## config.mk

```make
export PLATFORM = sky130hd
export DESIGN_NAME = qoi_rgb444_encoder_flat
export DESIGN_NICKNAME = d
export VERILOG_FILES = /design/src/rtl/qoi_rgb444_pkg.sv /design/src/rtl/qoi_rgb444_encoder_if.sv /design/src/rtl/qoi_rgb444_palette_match.sv /design/src/rtl/qoi_rgb444_encoder.sv /design/src/flat_wrapper.sv
export SDC_FILE = /design/constraint.sdc
export NUM_CORES = 1
export LEC_CHECK = 0
export CAP_MARGIN = 5
export CELL_PAD_IN_SITES_DETAIL_PLACEMENT = 1
export CELL_PAD_IN_SITES_GLOBAL_PLACEMENT = 1
export CORE_AREA = 2 2 307 309
export CTS_BUF_LIST = sky130_fd_sc_hd__clkbuf_16
export DETAILED_ROUTE_END_ITERATION = 8
export DIE_AREA = 0 0 309 311
export PLACE_DENSITY_LB_ADDON = 0.1
export SYNTH_ARGS = -nofsm -noshare
export SYNTH_HDL_FRONTEND = slang
export SYNTH_SLANG_ARGS = --single-unit
export TNS_END_PERCENT = 20
```

## constraint.sdc

```tcl
create_clock -name clk -period 7.1 [get_ports clk]
set_clock_uncertainty 0.2 [all_clocks]
set_input_delay 1.42 -clock clk [delete_from_list [all_inputs] [get_ports clk]]
set_output_delay 1.42 -clock clk [all_outputs]
set_load 0.02 [all_outputs]
```

## src/rtl/qoi_rgb444_pkg.sv

```systemverilog
// Shared types and constants for the RGB444 QOI-style encoder.
// Op tags, run limit, pixel type, FSM state encoding and the DIFF helper.
package qoi_rgb444_pkg;

    localparam logic [1:0] OP_INDEX = 2'b00;
    localparam logic [1:0] OP_DIFF  = 2'b01;
    localparam logic [1:0] OP_RAW   = 2'b10;
    localparam logic [1:0] OP_RUN   = 2'b11;

    localparam int unsigned RUN_MAX  = 63;
    localparam int unsigned PAL_SIZE = 64;

    typedef logic [11:0] rgb444_t;

    typedef enum logic [2:0] {
        S_IN,
        S_RUNOP,
        S_OP,
        S_RAW2,
        S_PAD
    } state_e;

    // Returns {legal, dr[1:0], dg[1:0], db[1:0]} with d = (prev - cur + 2) mod 16.
    function automatic logic [6:0] diff_op(rgb444_t prev, rgb444_t cur);
        logic [3:0] dr;
        logic [3:0] dg;
        logic [3:0] db;
        dr = prev[11:8] - cur[11:8] + 4'd2;
        dg = prev[7:4] - cur[7:4] + 4'd2;
        db = prev[3:0] - cur[3:0] + 4'd2;
        return {(dr[3:2] == 2'b00) && (dg[3:2] == 2'b00) && (db[3:2] == 2'b00),
                dr[1:0], dg[1:0], db[1:0]};
    endfunction

endpackage

```

## src/rtl/qoi_rgb444_encoder_if.sv

```systemverilog
// Pixel-in / byte-out stream bundle of the RGB444 encoder.
// master is the encoder's view, slave is the surrounding pipeline's view.
interface qoi_rgb444_encoder_if;
    import qoi_rgb444_pkg::*;

    logic       pix_valid;
    logic       pix_ready;
    rgb444_t    pix_rgb;
    logic       pix_first;
    logic       pix_last;
    logic       out_valid;
    logic       out_ready;
    logic [7:0] out_byte;
    logic       out_last;

    modport master (
        input  pix_valid, pix_rgb, pix_first, pix_last, out_ready,
        output pix_ready, out_valid, out_byte, out_last
    );

    modport slave (
        output pix_valid, pix_rgb, pix_first, pix_last, out_ready,
        input  pix_ready, out_valid, out_byte, out_last
    );

endinterface

```

## src/rtl/qoi_rgb444_palette_match.sv

```systemverilog
// Combinational 64-entry palette lookup: hit flag plus the lowest matching index.
module qoi_rgb444_palette_match
    import qoi_rgb444_pkg::*;
(
    input  rgb444_t                pix_i,
    input  rgb444_t [PAL_SIZE-1:0] palette_i,
    output logic                   hit_o,
    output logic [5:0]             idx_o
);

    // Scan from the top so the lowest matching entry is the one left standing.
    always_comb begin
        hit_o = 1'b0;
        idx_o = 6'd0;
        for (int i = PAL_SIZE - 1; i >= 0; i--) begin
            if (palette_i[i] == pix_i) begin
                hit_o = 1'b1;
                idx_o = 6'(i);
            end
        end
    end

endmodule

```

## src/rtl/qoi_rgb444_encoder.sv

```systemverilog
// Streaming RGB444 encoder emitting INDEX/DIFF/RAW/RUN ops in fixed CHUNK_BYTES chunks.
// Define QOI_ENC_INDEX_EN to build the palette compare and emit INDEX ops.
module qoi_rgb444_encoder
    import qoi_rgb444_pkg::*;
#(
    parameter int unsigned CHUNK_BYTES = 320,
    parameter logic [7:0]  PAD_BYTE    = 8'hC1
) (
    input  logic                   clk,
    input  logic                   rst,
    qoi_rgb444_encoder_if.master   io,
    input  rgb444_t [PAL_SIZE-1:0] palette,
    output logic                   overflow
);

    localparam int unsigned        CntW   = $clog2(CHUNK_BYTES + 3);
    localparam logic [CntW-1:0]    ChunkC = CntW'(CHUNK_BYTES);

    state_e          state_q, state_d;
    logic            pix_ready_q, pix_ready_d;
    rgb444_t         prev_q, prev_d;
    logic [5:0]      run_q, run_d;
    logic [CntW-1:0] cnt_q, cnt_d;
    logic            ovf_q, ovf_d;
    logic [7:0]      run_byte_q, run_byte_d;
    logic [7:0]      op_b0_q, op_b0_d;
    logic [7:0]      op_b1_q, op_b1_d;
    logic            op_raw_q, op_raw_d;
    logic            op_has_q, op_has_d;
    logic            last_q, last_d;
    logic            out_valid_q, out_valid_d;
    logic [7:0]      out_byte_q, out_byte_d;
    logic            out_last_q, out_last_d;

    logic            pal_hit;
    logic [5:0]      pal_idx;

`ifdef QOI_ENC_INDEX_EN
    qoi_rgb444_palette_match u_match (
        .pix_i     (io.pix_rgb),
        .palette_i (palette),
        .hit_o     (pal_hit),
        .idx_o     (pal_idx)
    );
`else
    logic unused_palette;
    assign unused_palette = ^palette;
    assign pal_hit        = 1'b0;
    assign pal_idx        = 6'd0;
`endif

    logic            accept, first, eq, n_run_em, n_has_op, n_raw, free, load;
    rgb444_t         prev_eff;
    logic [5:0]      run_eff, run_inc, n_run;
    logic [CntW-1:0] cnt_eff, cnt_p1, cnt_p2;
    logic            ovf_eff;
    logic [6:0]      diff;
    logic [7:0]      n_run_b, n_b0, load_byte;
    state_e          entry, cs, tail;

    always_comb begin
        accept   = io.pix_valid && pix_ready_q;
        first    = accept && io.pix_first;
        prev_eff = first ? rgb444_t'(0) : prev_q;
        run_eff  = first ? 6'd0 : run_q;
        cnt_eff  = first ? '0 : cnt_q;
        ovf_eff  = first ? 1'b0 : ovf_q;
        cnt_p1   = cnt_eff + CntW'(1);
        cnt_p2   = cnt_eff + CntW'(2);

        // Ops generated by the pixel being offered this cycle.
        eq       = (io.pix_rgb == prev_eff);
        run_inc  = run_eff + 6'd1;
        diff     = diff_op(prev_eff, io.pix_rgb);
        n_run_em = 1'b0;
        n_run_b  = {OP_RUN, run_eff};
        n_has_op = 1'b0;
        n_run    = 6'd0;
        if (eq) begin
            if ((run_inc == 6'(RUN_MAX)) || io.pix_last) begin
                n_run_em = 1'b1;
                n_run_b  = {OP_RUN, run_inc};
            end else begin
                n_run = run_inc;
            end
        end else begin
            n_run_em = (run_eff != 6'd0);
            n_has_op = 1'b1;
        end
        n_raw = 1'b0;
        if (pal_hit) begin
            n_b0 = {OP_INDEX, pal_idx};
        end else if (diff[6]) begin
            n_b0 = {OP_DIFF, diff[5:0]};
        end else begin
            n_b0  = {OP_RAW, 2'b00, io.pix_rgb[11:8]};
            n_raw = 1'b1;
        end

        run_byte_d = accept ? n_run_b : run_byte_q;
        op_b0_d    = accept ? n_b0 : op_b0_q;
        op_b1_d    = accept ? io.pix_rgb[7:0] : op_b1_q;
        op_raw_d   = accept ? n_raw : op_raw_q;
        op_has_d   = accept ? n_has_op : op_has_q;
        last_d     = accept ? io.pix_last : last_q;
        prev_d     = accept ? io.pix_rgb : prev_q;
        run_d      = accept ? n_run : run_q;

        tail  = last_d ? S_PAD : S_IN;
        entry = n_run_em ? S_RUNOP : (n_has_op ? S_OP : (io.pix_last ? S_PAD : S_IN));
        // A freshly accepted pixel is emitted in the same cycle it enters.
        cs    = accept ? entry : state_q;

        free      = !out_valid_q || io.out_ready;
        load      = 1'b0;
        load_byte = 8'h00;
        state_d   = cs;
        cnt_d     = cnt_eff;
        ovf_d     = ovf_eff;
        unique case (cs)
            S_IN: ;
            S_RUNOP: begin
                if (cnt_p1 > ChunkC) begin
                    ovf_d   = 1'b1;
                    state_d = op_has_d ? S_OP : tail;
                end else if (free) begin
                    load      = 1'b1;
                    load_byte = run_byte_d;
                    state_d   = op_has_d ? S_OP : tail;
                end
            end
            S_OP: begin
                // A RAW pair either fits whole or is dropped whole.
                if (op_raw_d ? (cnt_p2 > ChunkC) : (cnt_p1 > ChunkC)) begin
                    ovf_d   = 1'b1;
                    state_d = tail;
                end else if (free) begin
                    load      = 1'b1;
                    load_byte = op_b0_d;
                    state_d   = op_raw_d ? S_RAW2 : tail;
                end
            end
            S_RAW2: begin
                if (free) begin
                    load      = 1'b1;
                    load_byte = op_b1_d;
                    state_d   = tail;
                end
            end
            S_PAD: begin
                if (cnt_eff >= ChunkC) begin
                    state_d = S_IN;
                end else if (free) begin
                    load      = 1'b1;
                    load_byte = PAD_BYTE;
                    state_d   = (cnt_p1 == ChunkC) ? S_IN : S_PAD;
                end
            end
            default: state_d = S_IN;
        endcase

        out_valid_d = out_valid_q;
        out_byte_d  = out_byte_q;
        out_last_d  = out_last_q;
        if (load) begin
            cnt_d       = cnt_p1;
            out_valid_d = 1'b1;
            out_byte_d  = load_byte;
            out_last_d  = (cnt_p1 == ChunkC);
        end else if (io.out_ready) begin
            out_valid_d = 1'b0;
            out_last_d  = 1'b0;
        end
        pix_ready_d = (state_d == S_IN);
    end

    always_ff @(posedge clk or posedge rst) begin
        if (rst) begin
            state_q     <= S_IN;
            pix_ready_q <= 1'b0;
            prev_q      <= '0;
            run_q       <= 6'd0;
            cnt_q       <= '0;
            ovf_q       <= 1'b0;
            run_byte_q  <= 8'h00;
            op_b0_q     <= 8'h00;
            op_b1_q     <= 8'h00;
            op_raw_q    <= 1'b0;
            op_has_q    <= 1'b0;
            last_q      <= 1'b0;
            out_valid_q <= 1'b0;
            out_byte_q  <= 8'h00;
            out_last_q  <= 1'b0;
        end else begin
            state_q     <= state_d;
            pix_ready_q <= pix_ready_d;
            prev_q      <= prev_d;
            run_q       <= run_d;
            cnt_q       <= cnt_d;
            ovf_q       <= ovf_d;
            run_byte_q  <= run_byte_d;
            op_b0_q     <= op_b0_d;
            op_b1_q     <= op_b1_d;
            op_raw_q    <= op_raw_d;
            op_has_q    <= op_has_d;
            last_q      <= last_d;
            out_valid_q <= out_valid_d;
            out_byte_q  <= out_byte_d;
            out_last_q  <= out_last_d;
        end
    end

    assign io.pix_ready = pix_ready_q;
    assign io.out_valid = out_valid_q;
    assign io.out_byte  = out_byte_q;
    assign io.out_last  = out_last_q;
    assign overflow     = ovf_q;

endmodule

```

## src/flat_wrapper.sv

```systemverilog
// flat-port wrapper written by rule: the top's interface ports become plain ports
module qoi_rgb444_encoder_flat import qoi_rgb444_pkg::*;
#(
    parameter int unsigned CHUNK_BYTES = 320,
    parameter logic [7:0]  PAD_BYTE    = 8'hC1
)
  (clk, rst, palette, overflow, io_pix_valid, io_pix_rgb, io_pix_first, io_pix_last, io_out_ready, io_pix_ready, io_out_valid, io_out_byte, io_out_last);
  qoi_rgb444_encoder_if io_i ();
  input  logic clk;
  input  logic rst;
  input  rgb444_t [PAL_SIZE-1:0] palette;
  output logic overflow;
  input wire logic [$bits(io_i.pix_valid)-1:0] io_pix_valid;
  input wire logic [$bits(io_i.pix_rgb)-1:0] io_pix_rgb;
  input wire logic [$bits(io_i.pix_first)-1:0] io_pix_first;
  input wire logic [$bits(io_i.pix_last)-1:0] io_pix_last;
  input wire logic [$bits(io_i.out_ready)-1:0] io_out_ready;
  output wire logic [$bits(io_i.pix_ready)-1:0] io_pix_ready;
  output wire logic [$bits(io_i.out_valid)-1:0] io_out_valid;
  output wire logic [$bits(io_i.out_byte)-1:0] io_out_byte;
  output wire logic [$bits(io_i.out_last)-1:0] io_out_last;
  assign io_i.pix_valid = io_pix_valid;
  assign io_i.pix_rgb = io_pix_rgb;
  assign io_i.pix_first = io_pix_first;
  assign io_i.pix_last = io_pix_last;
  assign io_i.out_ready = io_out_ready;
  assign io_pix_ready = io_i.pix_ready;
  assign io_out_valid = io_i.out_valid;
  assign io_out_byte = io_i.out_byte;
  assign io_out_last = io_i.out_last;
  qoi_rgb444_encoder #(.CHUNK_BYTES(CHUNK_BYTES), .PAD_BYTE(PAD_BYTE)) u_core (.clk(clk), .rst(rst), .io(io_i), .palette(palette), .overflow(overflow));
endmodule
```

==> out/results.ini <==
[die]
die_y_um = 311
die_w_um = 309
row_count = 112
die_area_um2 = 96100
ios = 798
core_area_um2 = 92770
start_util_pct = 4.625

[cts]
cts_root_buf = clkbuf_16
clkSinkCount = 69
htree_levels = 3
numCtsBuffers = 9
postCtsSetupBuffers = 0
cts_tree = yes
cts_buffer_depth = 2
clk_latency_ps = 380
cts.clk_slew.worst_paths_ps = 70
ctsResizeCount = 0
cts_hold_buf = 0

[routing]
first_pass_iters = 4
wl_um = 20520
drt_iter0_drc = 114
drtAntennaViolNets = 0
viasPerCell = 2.022
wl_per_cell_um = 11.64
drc = 0
vias = 3565

[critical_path]
cp-end-kind = flip-flop
cp-start-kind = input pin
critPathMaxFanout = 10
arrival_ps = 5910
critPathKind = in2reg
crit_required_ps = 7180

[power]
switching_share_pct = 44.31
finalPower_uw = 2110
p_seq_share_pct = 28.8
irDropWorstVdd_v = 0.0001175
p_int_uw = 1175
p_leak_uw = 0.002241
power.density_nw_per_um2 = 326.1
combPwrFrac_pct = 47.2
p_clk_share_pct = 23.9
total_switching_power_uw = 934.7

[flow_run]
maxCapViolCount = 0

[grt]
overflow = 0
track_usage_pct = 4.443
grt_pass1_vias = 3949
grt_max_degree = 43
antenna_found_initial = 1
grt_pass1_wl_um = 29730

[yosys]
synth-edff-count = 0
syn_nets = 1277
netlist_area_um2 = 4290
ys_seq_area_share_pct = 40.24
ys_ff_latch = 69
netlist_instances = 470
synth_cell_types = 64
avgSynthCellArea_um2 = 9.128
ys_dominant_reg_cell = dfrtp_1
async_reset_ff_share_pct = 100.0
synth_warnings = 0

[timing]
grt_setup_unrepaired = false
final-hold-violation-count = 0
slew_headroom_pct = 43.66
setup-tns-final_ps = 0
min_period_ps = 5826
min_period_over_period_pct = 82.05
worst_pin_slew_ps = 845.1
drv_slew = 0
fmax_mhz = 171.7
setup-violations-final = 0
worst_hold_slack_ps = 244.5

[status]
run_status = finished clean

[cells_and_area]
syn_to_final_growth_pct = 50.80
layout_commonest_cell = nand2_1
final_nets = 1311
stdcell_count = 1763
n_antenna_cell = 0
drive_gt1_share_pct = 10.22
final_cell_mix = nand2_1 (83), dfrtp_1 (69), inv_1 (34)
nFillCells = 11055

[placement]
place_hpwl_um = 15370
dp.cells = 1747
portBuffers = 29
place_congestion = 0.6283

[min_path]
worst_hold_path_type = reg2reg

[critical path: stages]
cell	delay (ps)
clkdlybuf4s50_1	490
nand3_1	430
and2_1	370
ha_1	290
inv_1	60
fa_1	540
nor3b_1	300
and2_1	190
nand4_1	370
a211oi_2	480
nand4_2	400
or3_1	440
o2111ai_1	100
[path summary, 6_finish.rpt]
check                                     start               endpoint  slack [ps]  depth (start not counted)
hold reg to reg            u_core.run_byte_q[6]   u_core.run_byte_q[6]         240                          2
min in group asynchronous                   rst        u_core.cnt_q[1]        1230                          2
setup / recovery                   io_pix_valid  u_core.io.out_byte[7]        1270                         13
hold / removal             u_core.run_byte_q[6]   u_core.run_byte_q[6]         240                          2
max in group asynchronous                   rst   u_core.run_byte_q[1]        4330                          3
setup reg to reg            u_core.io.pix_ready  u_core.io.out_byte[7]        2120                         12
[power by group through the flow]
stage / logic (uW) / registers, uW / clock network [uW]
final: 996 / 609 / 505
after detailed placement: 1050 / 620 / 0
after CTS: 1050 / 612 / 539
after floorplan: 607 / 620 / 0
after global placement: 1060 / 618 / 0
after global routing: 1130 / 631 / 550
[metal layers]
layer  global-route usage, %  vias to the layer above  wire, um
li1                        -                     1717         -
met1                   6.447                     1804     10960
met2                   6.370                       33      8773
met3                   1.165                       11       538
met4                   1.225                        0       240
met5                       0                        -         0
[cells by family (layout without fill, tap and decap cells)]
kind of cell	after synthesis	count (layout)	synth area share, %
adders and majority gates	21	21	6.649
xor gates and xnor gates	11	11	2.245
DFF	69	69	40.25
buffers and inverters	56	95	5.220
muxes	14	14	3.383
and+or+nand+nor	191	191	22.92
AOI/OAI and AO/OA	108	108	19.34
[sequential cells by signal (all words and copies together) (netlist names), 3 cells and up]
name and count:
u_core.io.out_byte 8, u_core.op_b0_q 8, u_core.run_byte_q 8, u_core.op_b1_q 8
u_core.cnt_q 9, u_core.run_q 6, u_core.prev_q 12, u_core.state_q 3
[per-stage QoR]
step | utilization [%] | worst slack [ps] | cell area, um2
after floorplan | - | 1657 | 4290
after global placement | 6.652 | 621.8 | 6171
after detailed placement | 6.652 | 728.1 | 6171
after CTS | 6.974 | 1111 | 6470
after global routing | 6.974 | 864.1 | 6470
final | 6.974 | 1274 | 6470
[synth_stat cells (9+ instances only)]
cell / n / share of area (%)
nand2_1: 83 / 7.3
dfrtp_1: 69 / 40
inv_1: 35 / 3.1
nand2b_1: 23 / 3.4
nor2_1: 22 / 1.9
o21ai_0: 19 / 2.2
a21oi_1: 18 / 2.1
ha_1: 18 / 5.2
nand3_1: 15 / 1.7
clkbuf_1: 14 / 1.2
a21o_1: 13 / 2.3
mux2i_1: 10 / 2.3
xnor2_1: 10 / 2.0
and2_1: 9 / 1.3
[layout make-up]
class	count	area [um2]	share of cell area (%)
multi-input combinational	345	2340	36.16
tap	1254	1569	24.25
timing repair buffer	44	402.9	6.227
inverter	35	132.6	2.050
sequential	69	1727	26.69
clock inverter	7	73.82	1.141
clock buffer	9	225.2	3.481
(Power assumes the default switching activity.)
